**config.mk**
```make
export PLATFORM = sky130hd
export DESIGN_NAME = instr_seq_ctrl
export DESIGN_NICKNAME = d
export VERILOG_FILES = /design/src/rtl/instr_seq_pkg.sv /design/src/rtl/mem_wait_timer.sv /design/src/rtl/instr_seq_ctrl.sv
export SDC_FILE = /design/constraint.sdc
export NUM_CORES = 1
export LEC_CHECK = 0
export BUFFER_PORTS_ARGS = -buffer_cell sky130_fd_sc_hd__buf_4
export CORE_MARGIN = 4
export CORE_UTILIZATION = 35
export CTS_CLUSTER_DIAMETER = 100
export CTS_CLUSTER_SIZE = 24
export DETAILED_ROUTE_END_ITERATION = 16
export PLACE_DENSITY_LB_ADDON = 0.1
export SYNTH_ARGS = -nofsm -noshare
export SYNTH_HDL_FRONTEND = slang
export SYNTH_HIERARCHICAL = 1
export SYNTH_SLANG_ARGS = --single-unit
```
**constraint.sdc**
```tcl
create_clock -name clk -period 2.6 [get_ports clk]
set_input_delay 0.13 -clock clk [delete_from_list [all_inputs] [get_ports clk]]
set_output_delay 0.13 -clock clk [all_outputs]
set_load 0.03 [all_outputs]
```
**src/rtl/instr_seq_pkg.sv**
```systemverilog
// instr_seq_pkg: state encoding, opcode classes and immediate-select values for instr_seq_ctrl.
package instr_seq_pkg;
    typedef enum logic [2:0] {
        S_FETCH  = 3'd0,
        S_FWAIT  = 3'd1,
        S_DECODE = 3'd2,
        S_EXEC   = 3'd3,
        S_MEM    = 3'd4,
        S_MWAIT  = 3'd5,
        S_INT    = 3'd6
    } state_t;
    localparam logic [1:0] OPC_ALU_S = 2'b00;
    localparam logic [1:0] OPC_ALU_L = 2'b01;
    localparam logic [1:0] OPC_MEM   = 2'b10;
    localparam logic [1:0] OPC_CTL   = 2'b11;
    localparam logic IMMSHORT = 1'b1;
    localparam logic IMMLONG  = 1'b0;
endpackage

```
**src/rtl/mem_wait_timer.sv**
```systemverilog
// mem_wait_timer: saturating wait-state counter; expired once the count equals limit.
module mem_wait_timer #(
    parameter int W = 8
) (
    input  logic         clk,
    input  logic         rst_n,
    input  logic         clear,
    input  logic         enable,
    input  logic [W-1:0] limit,
    output logic         expired
);
    logic [W-1:0] count;
    always_ff @(posedge clk or negedge rst_n) begin
        if (!rst_n) count <= '0;
        else if (clear) count <= '0;
        else if (enable && !expired) count <= count + 1'b1;
    end
    assign expired = count == limit;
endmodule

```
**src/rtl/instr_seq_ctrl.sv**
```systemverilog
// instr_seq_ctrl: instruction-cycle sequencer (fetch handshake, IR load, decode class, exec gating).
// Optional interrupt entry in FETCH is enabled by defining INSTR_SEQ_IRQ_EN.
module instr_seq_ctrl
    import instr_seq_pkg::*;
#(
    parameter int MEM_TIMEOUT = 15,
    parameter int OPC_W       = 5
) (
    input  logic        clk,
    input  logic        rst_n,
    input  logic [15:0] ir,
    input  logic        mem_rdy,
    input  logic        stall,
    input  logic        irq,
    output logic        ir_we,
    output logic        imm_sel,
    output logic        mem_rd,
    output logic        mem_wr,
    output logic        pc_inc,
    output logic        exec_en,
    output logic        int_ack,
    output logic        bus_err,
    output logic [2:0]  state
);
    state_t cur, nxt;
    logic [OPC_W-1:0] opc;
    logic [1:0] cls;
    logic st_q, irq_ok, take_irq, waiting, expired, timeout, done, rd_c;
    assign opc = ir[15 -: OPC_W];
    assign cls = opc[OPC_W-1 -: 2];
    assign waiting = cur == S_FWAIT || cur == S_MWAIT;
    assign timeout = waiting && !mem_rdy && expired;
    assign done = (cur == S_EXEC && !stall) || (cur == S_MWAIT && mem_rdy);
`ifdef INSTR_SEQ_IRQ_EN
    assign take_irq = irq && irq_ok;
`else
    logic unused_irq;
    assign take_irq = 1'b0;
    assign unused_irq = ^{irq, irq_ok};
`endif
    logic unused_ir;
    assign unused_ir = ^{opc[OPC_W-4:0], ir[15-OPC_W:0]};

    mem_wait_timer #(.W(8)) u_timer (
        .clk     (clk),
        .rst_n   (rst_n),
        .clear   (!waiting),
        .enable  (waiting && !mem_rdy),
        .limit   (8'(MEM_TIMEOUT)),
        .expired (expired)
    );

    always_ff @(posedge clk or negedge rst_n) begin
        if (!rst_n) begin
            cur     <= S_FETCH;
            imm_sel <= 1'b0;
            st_q    <= 1'b0;
            bus_err <= 1'b0;
            irq_ok  <= 1'b1;
        end else begin
            cur     <= nxt;
            bus_err <= bus_err | timeout;
            irq_ok  <= done ? 1'b1 : (cur == S_INT ? 1'b0 : irq_ok);
            if (cur == S_DECODE) begin
                imm_sel <= (cls == OPC_ALU_L || cls == OPC_CTL) ? IMMLONG : IMMSHORT;
                st_q    <= opc[OPC_W-3];
            end
        end
    end

    // Requests are held through the wait states and dropped only on the timeout cycle.
    always_comb begin
        nxt     = cur;
        rd_c    = 1'b0;
        mem_wr  = 1'b0;
        ir_we   = 1'b0;
        exec_en = 1'b0;
        int_ack = 1'b0;
        case (cur)
            S_FETCH: begin
                rd_c = !take_irq;
                nxt  = take_irq ? S_INT : S_FWAIT;
            end
            S_FWAIT: begin
                rd_c  = !timeout;
                ir_we = mem_rdy;
                nxt   = mem_rdy ? S_DECODE : (expired ? S_FETCH : S_FWAIT);
            end
            S_DECODE: nxt = cls == OPC_MEM ? S_MEM : S_EXEC;
            S_EXEC: begin
                exec_en = !stall;
                nxt     = stall ? S_EXEC : S_FETCH;
            end
            S_MEM: begin
                rd_c   = !st_q;
                mem_wr = st_q;
                nxt    = S_MWAIT;
            end
            S_MWAIT: begin
                rd_c    = !st_q && !timeout;
                mem_wr  = st_q && !timeout;
                exec_en = mem_rdy && !st_q;
                nxt     = (mem_rdy || expired) ? S_FETCH : S_MWAIT;
            end
            S_INT: begin
                int_ack = 1'b1;
                nxt     = S_FETCH;
            end
            default: nxt = S_FETCH;
        endcase
    end

    // FETCH is the reset state, so the read strobe is masked while reset is held.
    assign mem_rd = rd_c && rst_n;
    assign pc_inc = ir_we;
    assign state  = cur;
endmodule
```
==> results of run 1 <==
## cells in the final DEF, fill, tap and decap left out, types with 3 or more instances in the layout
cell / Yosys / routed
buf_4: 2 / 18
clkbuf_4: 0 / 3
conb_1: 2 / 8
dfrtp_1: 14 / 14
inv_1: 3 / 3
nand2_1: 3 / 3
nand2b_1: 4 / 4
nor2_1: 11 / 11
nor4bb_1: 3 / 3
o21ai_0: 3 / 3
xnor2_1: 7 / 7
xor2_1: 5 / 5
## worst reg2reg max path, stage by stage, from the launching register on
cell	delay [ns]
dfrtp_1	0.50
nand2b_1	0.21
nor2_1	0.25
nand3_1	0.20
nor4_1	0.36
mux2_1	0.35
## stage by stage
stage               hold slack [ns]  instance area (sq um)  total power [mW]  util [%]
floorplan                    -0.166                    955             0.643         -
global placement           -0.00249                   1090             0.757      43.7
detailed placement         -0.00208                   1090             0.762      43.7
global route                 0.0464                   1140             0.981      45.5
finish                       0.0412                   1140             0.912      45.5
CTS                          0.0340                   1140             0.924      45.5
## path summary, 6_finish.rpt
kind,start,to,cells past startpoint
min in group asynchronous,rst_n,bus_err$_DFF_PN0_,2
worst max-delay path,u_timer/count[5]$_DFFE_PN0P_,mem_rd,6
worst max register to register,state[1]$_DFF_PN0_,u_timer/count[7]$_DFFE_PN0P_,5
max in group asynchronous,rst_n,u_timer/count[2]$_DFFE_PN0P_,2
worst min register to register,bus_err$_DFF_PN0_,bus_err$_DFF_PN0_,1
worst min-delay path,ir[14],imm_sel$_DFFE_PN0N_,2
## layout make-up
class | instances | share of cell area, %
Multi-Input combinational cell | 77 | 49.0
Timing Repair Buffer | 19 | 12.7
Inverter | 3 | 0.989
Clock buffer | 4 | 3.19
Tap cell | 30 | 3.30
Sequential cell | 14 | 30.8
## flip-flops by register name, indices dropped and copies added, names as in the netlist
register,cells
imm_sel,1
st_q,1
bus_err,1
state,3
u_timer/count,8
## logic make-up after synthesis
kind of cell	count (synthesis)	share of synthesized area, %
other	2	0.806
AO/OA/AOI/OAI	13	9.66
buffers and inverters	8	4.96
flip-flops	14	37.6
XOR/XNOR	13	13.0
AND/OR/NAND/NOR	38	28.1
multiplexers	4	4.56
adder cells (fa/ha/maj)	1	1.34
## per-layer routing
metal,GRT usage [%],up-vias,wire (um)
met4,1.90,0,15
met5,0,-,0
li1,-,365,-
met1,18.3,340,909
met3,3.92,2,93
met2,18.7,14,808
## power by group through the flow
stage / Combinational, mW / Sequential, mW / Clock (mW)
after floorplan: 0.284 / 0.358 / 0
after global placement: 0.416 / 0.341 / 0
after detailed placement: 0.419 / 0.343 / 0
after CTS: 0.421 / 0.339 / 0.164
after global routing: 0.452 / 0.353 / 0.176
final: 0.417 / 0.338 / 0.156
## timing repair
| item | CTS | global route |
|---|---|---|
| endpoints found under the hold margin | 14 | 0 |
| hold buffers | 1 | 0 |
| buffers inserted | 0 | 0 |
| gates resized for setup | 0 | 0 |
==> key figures, run 1 <==
Detailed routing
  • Antenna Violating Nets Remaining: 0
  • Initial DRC Count: 8
  • Post-route DRC: 0
  • Pre-Repair DR Iteration Count: 4
  • Vias per inst: 4.90
  • WL final: 1830 um
  • Per-cell routed wire length: 12.4 um
  • Vias: 721

Power
  • PD cells: 801 nW/um^2
  • Power Internal: 0.521 mW
  • Switch Pwr: 0.391 mW
  • Static Leak: 0.489 nW
  • Sw Share: 42.8%
  • Flop pwr share: 37.1%
  • VDD IR max: 0.000537 V
  • Clock share of power: 17.1%
  • Logic pwr share: 45.8%

Floorplanning
  • Core ar.: 2500 sq um
  • Die Wd: 59.6 um
  • Chip height: 59.6 um
  • Ports: 32
  • Rows: 18
  • Initial Util: 37.3%
  • Die area: 3550 sq um

Placement
  • Placer Congestion: 0.820
  • Place WS: 0.610 ns
  • Cell total after placement: 142
  • Detailed placement HPWL: 1370 um
  • IO buf count: 17

Setup path
  • Critical Path RT: 2.47 ns
  • CP peak stage delay: 0.45 ns
  • Critical path type: reg -> out
  • Reg2reg setup slack: 0.61 ns
  • Crit path DAT: 1.97 ns
  • Worst path bufs/invs: 1
  • Crit-path cells: xnor2_1 > nand4_4 > nor2_4 > nor4bb_1 > nor4bb_1 > buf_4
  • Worst Path Max Fanout: 6
  • CP most frequent cell: nor4bb_1
  • Worst setup SP type: flip-flop
  • CP endpoint kind: output pin
  • CP delay by family, top: simple AND/OR/NAND/NOR gates
  • CP max-delay cell: dfrtp_1

Timing
  • Max-slew violation count: 0
  • Final setup margin: 0.501 ns
  • Fin crit share: 80.7%
  • Clock skew: 0.00930 ns
  • Minimum clock period: 2.10 ns
  • Total negative setup slack: 0 ns
  • Achievable clock frequency: 0.476 GHz
  • Number of setup violations in the final report: 0
  • RSZ-0062 raised after global routing: no
  • Final hold vios: 0

Yosys
  • YS warnings: 6
  • Synth Instances: 93
  • Number of flops mapped to enable cells by yosys: 0
  • Most frequent cell after synthesis: dfrtp_1
  • Yosys cell types: 38
  • Synth area leaders: dfrtp_1 38%, xnor2_1 6.6%, xor2_1 4.7%, nand4_4 4.6%, nor2_1 4.4%
  • Synthesized cell area: 932 sq um
  • Yosys top cell area share: 37.6%
  • Yosys top cell by area: dfrtp_1
  • Yosys reg bits: 14
  • Synth cell count leaders: 14 x dfrtp_1, 11 x nor2_1, 7 x xnor2_1, 5 x xor2_1, 4 x nand2b_1
  • Register area share after synthesis: 37.6%
  • Main synth FF type: dfrtp_1
  • Mean Syn Cell Area: 10.0 sq um
  • Ys async rst share: 100%

Global routing
  • Vias in the first global route: 715
  • Initial antenna violation count: 0
  • GRT overflow: 0
  • First-pass GRT wire length: 3360 um
  • Gr usage total: 12.6%
  • Largest net degree at the start of global routing: 16

CTS
  • H-Tree Depth: 1
  • Clk slew on worst S/H paths: 0.09 ns
  • TritonCTS clock tree: done
  • Clock root buffer: clkbuf_4
  • Clock sink count: 14
  • Worst skew pair latency: 0.28 ns
  • Clock buffer depth: 2
  • CTS buffer count: 3

Layout
  • Final std cells w/o fill: 147
  • # fillers: 255
  • Area Growth Syn to Fin: 22.1%
  • Share of cells above drive strength 1: 23.1%
  • # diodes: 0
  • Area of the multi-input gates: 558 sq um
  • NumNets Final: 140
  • Storage element area: 350 sq um

Flow run
  • Max Cap Violations: 0

Hold path
  • Worst hold path type: in -> reg

Status
  • Status: finished, final reports clean
Power figures use the tool's default switching activity.
==> run 2, diff against run 1 <==
Clock period 2.6 ns to 1.78 ns, I/O delays scaled along.
==> run 2 against run 1 <==
Effect of this change:
- the flow now finishes with violations (setup timing)
- register-to-register slack worse by 0.48 ns
- first-iteration DRC count rose to 2.6 times the previous value
- sequential share of layout area fell by 4.1 points
- worst setup slack lost 0.51 ns
- critical path depth stayed put
- total power is 56% higher
- flip-flop and latch count unchanged
- wire length grew 19%
- final area grew 16%
- via count grew 5.7%
- largest cell class unchanged
==> key figures, run 2 (synthesis gave the netlist of run 1 again) <==
Placement
  • Place WS: 0.0155 ns
  • IO buf count: 17
  • Detailed placement HPWL: 1590 um
  • Placer Congestion: 0.826

Setup path
  • Critical path endpoint: mem_rd
  • Crit path DAT: 1.70 ns
  • Critical Path RT: 1.69 ns
  • Worst setup SP type: flip-flop
  • Cells on worst reg2reg path: 5
  • RR Endpoint: u_timer/count[7]$_DFFE_PN0P_
  • Critical path startpoint: u_timer/count[1]$_DFFE_PN0P_
  • FF-to-FF Start: state[1]$_DFF_PN0_
  • Worst Path Max Fanout: 3
  • Critical path type: reg -> out
  • CP endpoint kind: output pin
  • Reg2reg setup slack: 0.13 ns

Global routing
  • Largest net degree at the start of global routing: 16
  • Top Usage Layer GRT: met2
  • Initial antenna violation count: 0
  • M2 GR Usage: 20.6%
  • GRT met1 Usage: 20.1%
  • Vias in the first global route: 760
  • Gr usage total: 14.1%
  • GRT overflow: 0
  • First-pass GRT wire length: 3620 um
  • Grt met3 use: 2.61%

Layout
  • NumNets Final: 157
  • Most frequent cells in the layout: 33 x buf_4, 13 x dfrtp_1, 10 x nor2_1
  • Area Growth Syn to Fin: 41.2%
  • Storage element area: 352 sq um
  • Commonest non-fill, non-tap cell in the layout: buf_4
  • Area of the multi-input gates: 612 sq um
  • Post-layout util: 52.7%
  • # diodes: 0
  • Share of cells above drive strength 1: 36.6%
  • # fillers: 241
  • Largest Register: u_timer/count
  • Max reg flops: 8

Detailed routing
  • Initial DRC Count: 21
  • Pre-Repair DR Iteration Count: 3
  • Post-route DRC: 0
  • Per-cell routed wire length: 13.2 um
  • Vias: 762
  • WL final: 2160 um
  • Vias per inst: 4.65
  • Antenna Violating Nets Remaining: 0

CTS
  • CTS buffer count: 3
  • Clk slew on worst S/H paths: 0.09 ns
  • Clock buffer depth: 2
  • Clock sink count: 14
  • Clock root buffer: clkbuf_4
  • H-Tree Depth: 1
  • Worst skew pair latency: 0.29 ns
  • TritonCTS clock tree: done

Status
  • Failing checks: setup timing
  • Status: finished, violations left

Power
  • PD cells: 1080 nW/um^2
  • Static Leak: 0.591 nW
  • Tot Pwr: 1.43 mW
  • VDD IR max: 0.000997 V

Timing
  • Clock skew: 0.000408 ns
  • Final setup margin: -0.00977 ns
  • Final hold vios: 0
  • Achievable clock frequency: 0.559 GHz
  • Number of setup violations in the final report: 1
  • Fin crit share: 101%
  • Max-slew violation count: 0
  • RSZ-0062 raised after global routing: yes
  • Minimum clock period: 1.79 ns

Hold path
  • Worst hold path type: in -> async

Floorplanning
  • Ports: 32
  • Core ar.: 2500 sq um
  • Initial Util: 37.3%
  • Rows: 18
  • Die area: 3550 sq um
  • Chip height: 59.6 um
  • Die Wd: 59.6 um

Flow run
  • Max Cap Violations: 0
[run 2: cell types whose count changed in the layout (fill, tap and decap cells not counted), moves of 2 or more]
cell / previous run / this run
buf_4: 18 / 33
dlygate4sd3_1: 1 / 3
nor4bb_1: 3 / 1
xnor2_1: 7 / 3
xnor2_2: 1 / 5
[run 2: worst min path at each step]
stage	startpoint	to	slack, ns	depth (start not counted)
final	rst_n	u_timer/count[0]$_DFFE_PN0P_	0.18	2
after floorplan	rst_n	bus_err$_DFF_PN0_	-0.21	0
after detailed placement	rst_n	u_timer/count[3]$_DFFE_PN0P_	-0.04	1
after global placement	rst_n	u_timer/count[3]$_DFFE_PN0P_	-0.04	1
after CTS	ir[15]	state[2]$_DFF_PN0_	0.17	3
after global routing	rst_n	u_timer/count[6]$_DFFE_PN0P_	0.18	2
[run 2: layout make-up]
cell class | instances | area share, %
multi-input combinational | 77 | 46.5
tap | 30 | 2.85
timing repair buffer | 36 | 21.1
inverter | 3 | 0.856
sequential | 14 | 26.7
clock buffer | 4 | 2.00
[run 2: power by group]
part           leakage (nW)  internal [mW]  total, mW  switching, mW
registers             0.185          0.385      0.437         0.0512
clock network        0.0150         0.0872      0.203          0.115
logic                 0.391          0.337      0.788          0.451
total                 0.591          0.809       1.43          0.618
[run 2: repair_timing]
item / in CTS / in global routing
setup buffers: 3 / 0
hold endpoints to repair: 16 / 0
setup endpoints to repair: 2 / 2
hold buffers: 3 / 0
pin swaps: 5 / 0
resized for setup: 6 / 0
[run 2: layer usage]
metal / up-vias / share of wire, % / wire length, um
li1: 402 / - / -
met3: 5 / 3.4 / 73
met1: 343 / 50 / 1080
met4: 0 / 2.3 / 50
met5: - / 0 / 0
met2: 12 / 44 / 962
[run 2: worst max-delay path: stages (launching register included)]
cell and delay [ns]:
dfrtp_1 0.42, xnor2_1 0.17, nand4_4 0.13, nor2_4 0.05, nor4bb_4 0.15, nor4bb_2 0.28, buf_4 0.21
[run 2: metrics by stage]
stage	hold slack, ns	instances	instance area (sq um)	TNS, ns
after floorplan	-0.207	99	965	0
after global placement	-0.0435	154	1190	0
after detailed placement	-0.0442	154	1190	0
after CTS	0.175	164	1320	-0.00892
after global routing	0.184	164	1320	-0.230
final	0.180	164	1320	-0.00977
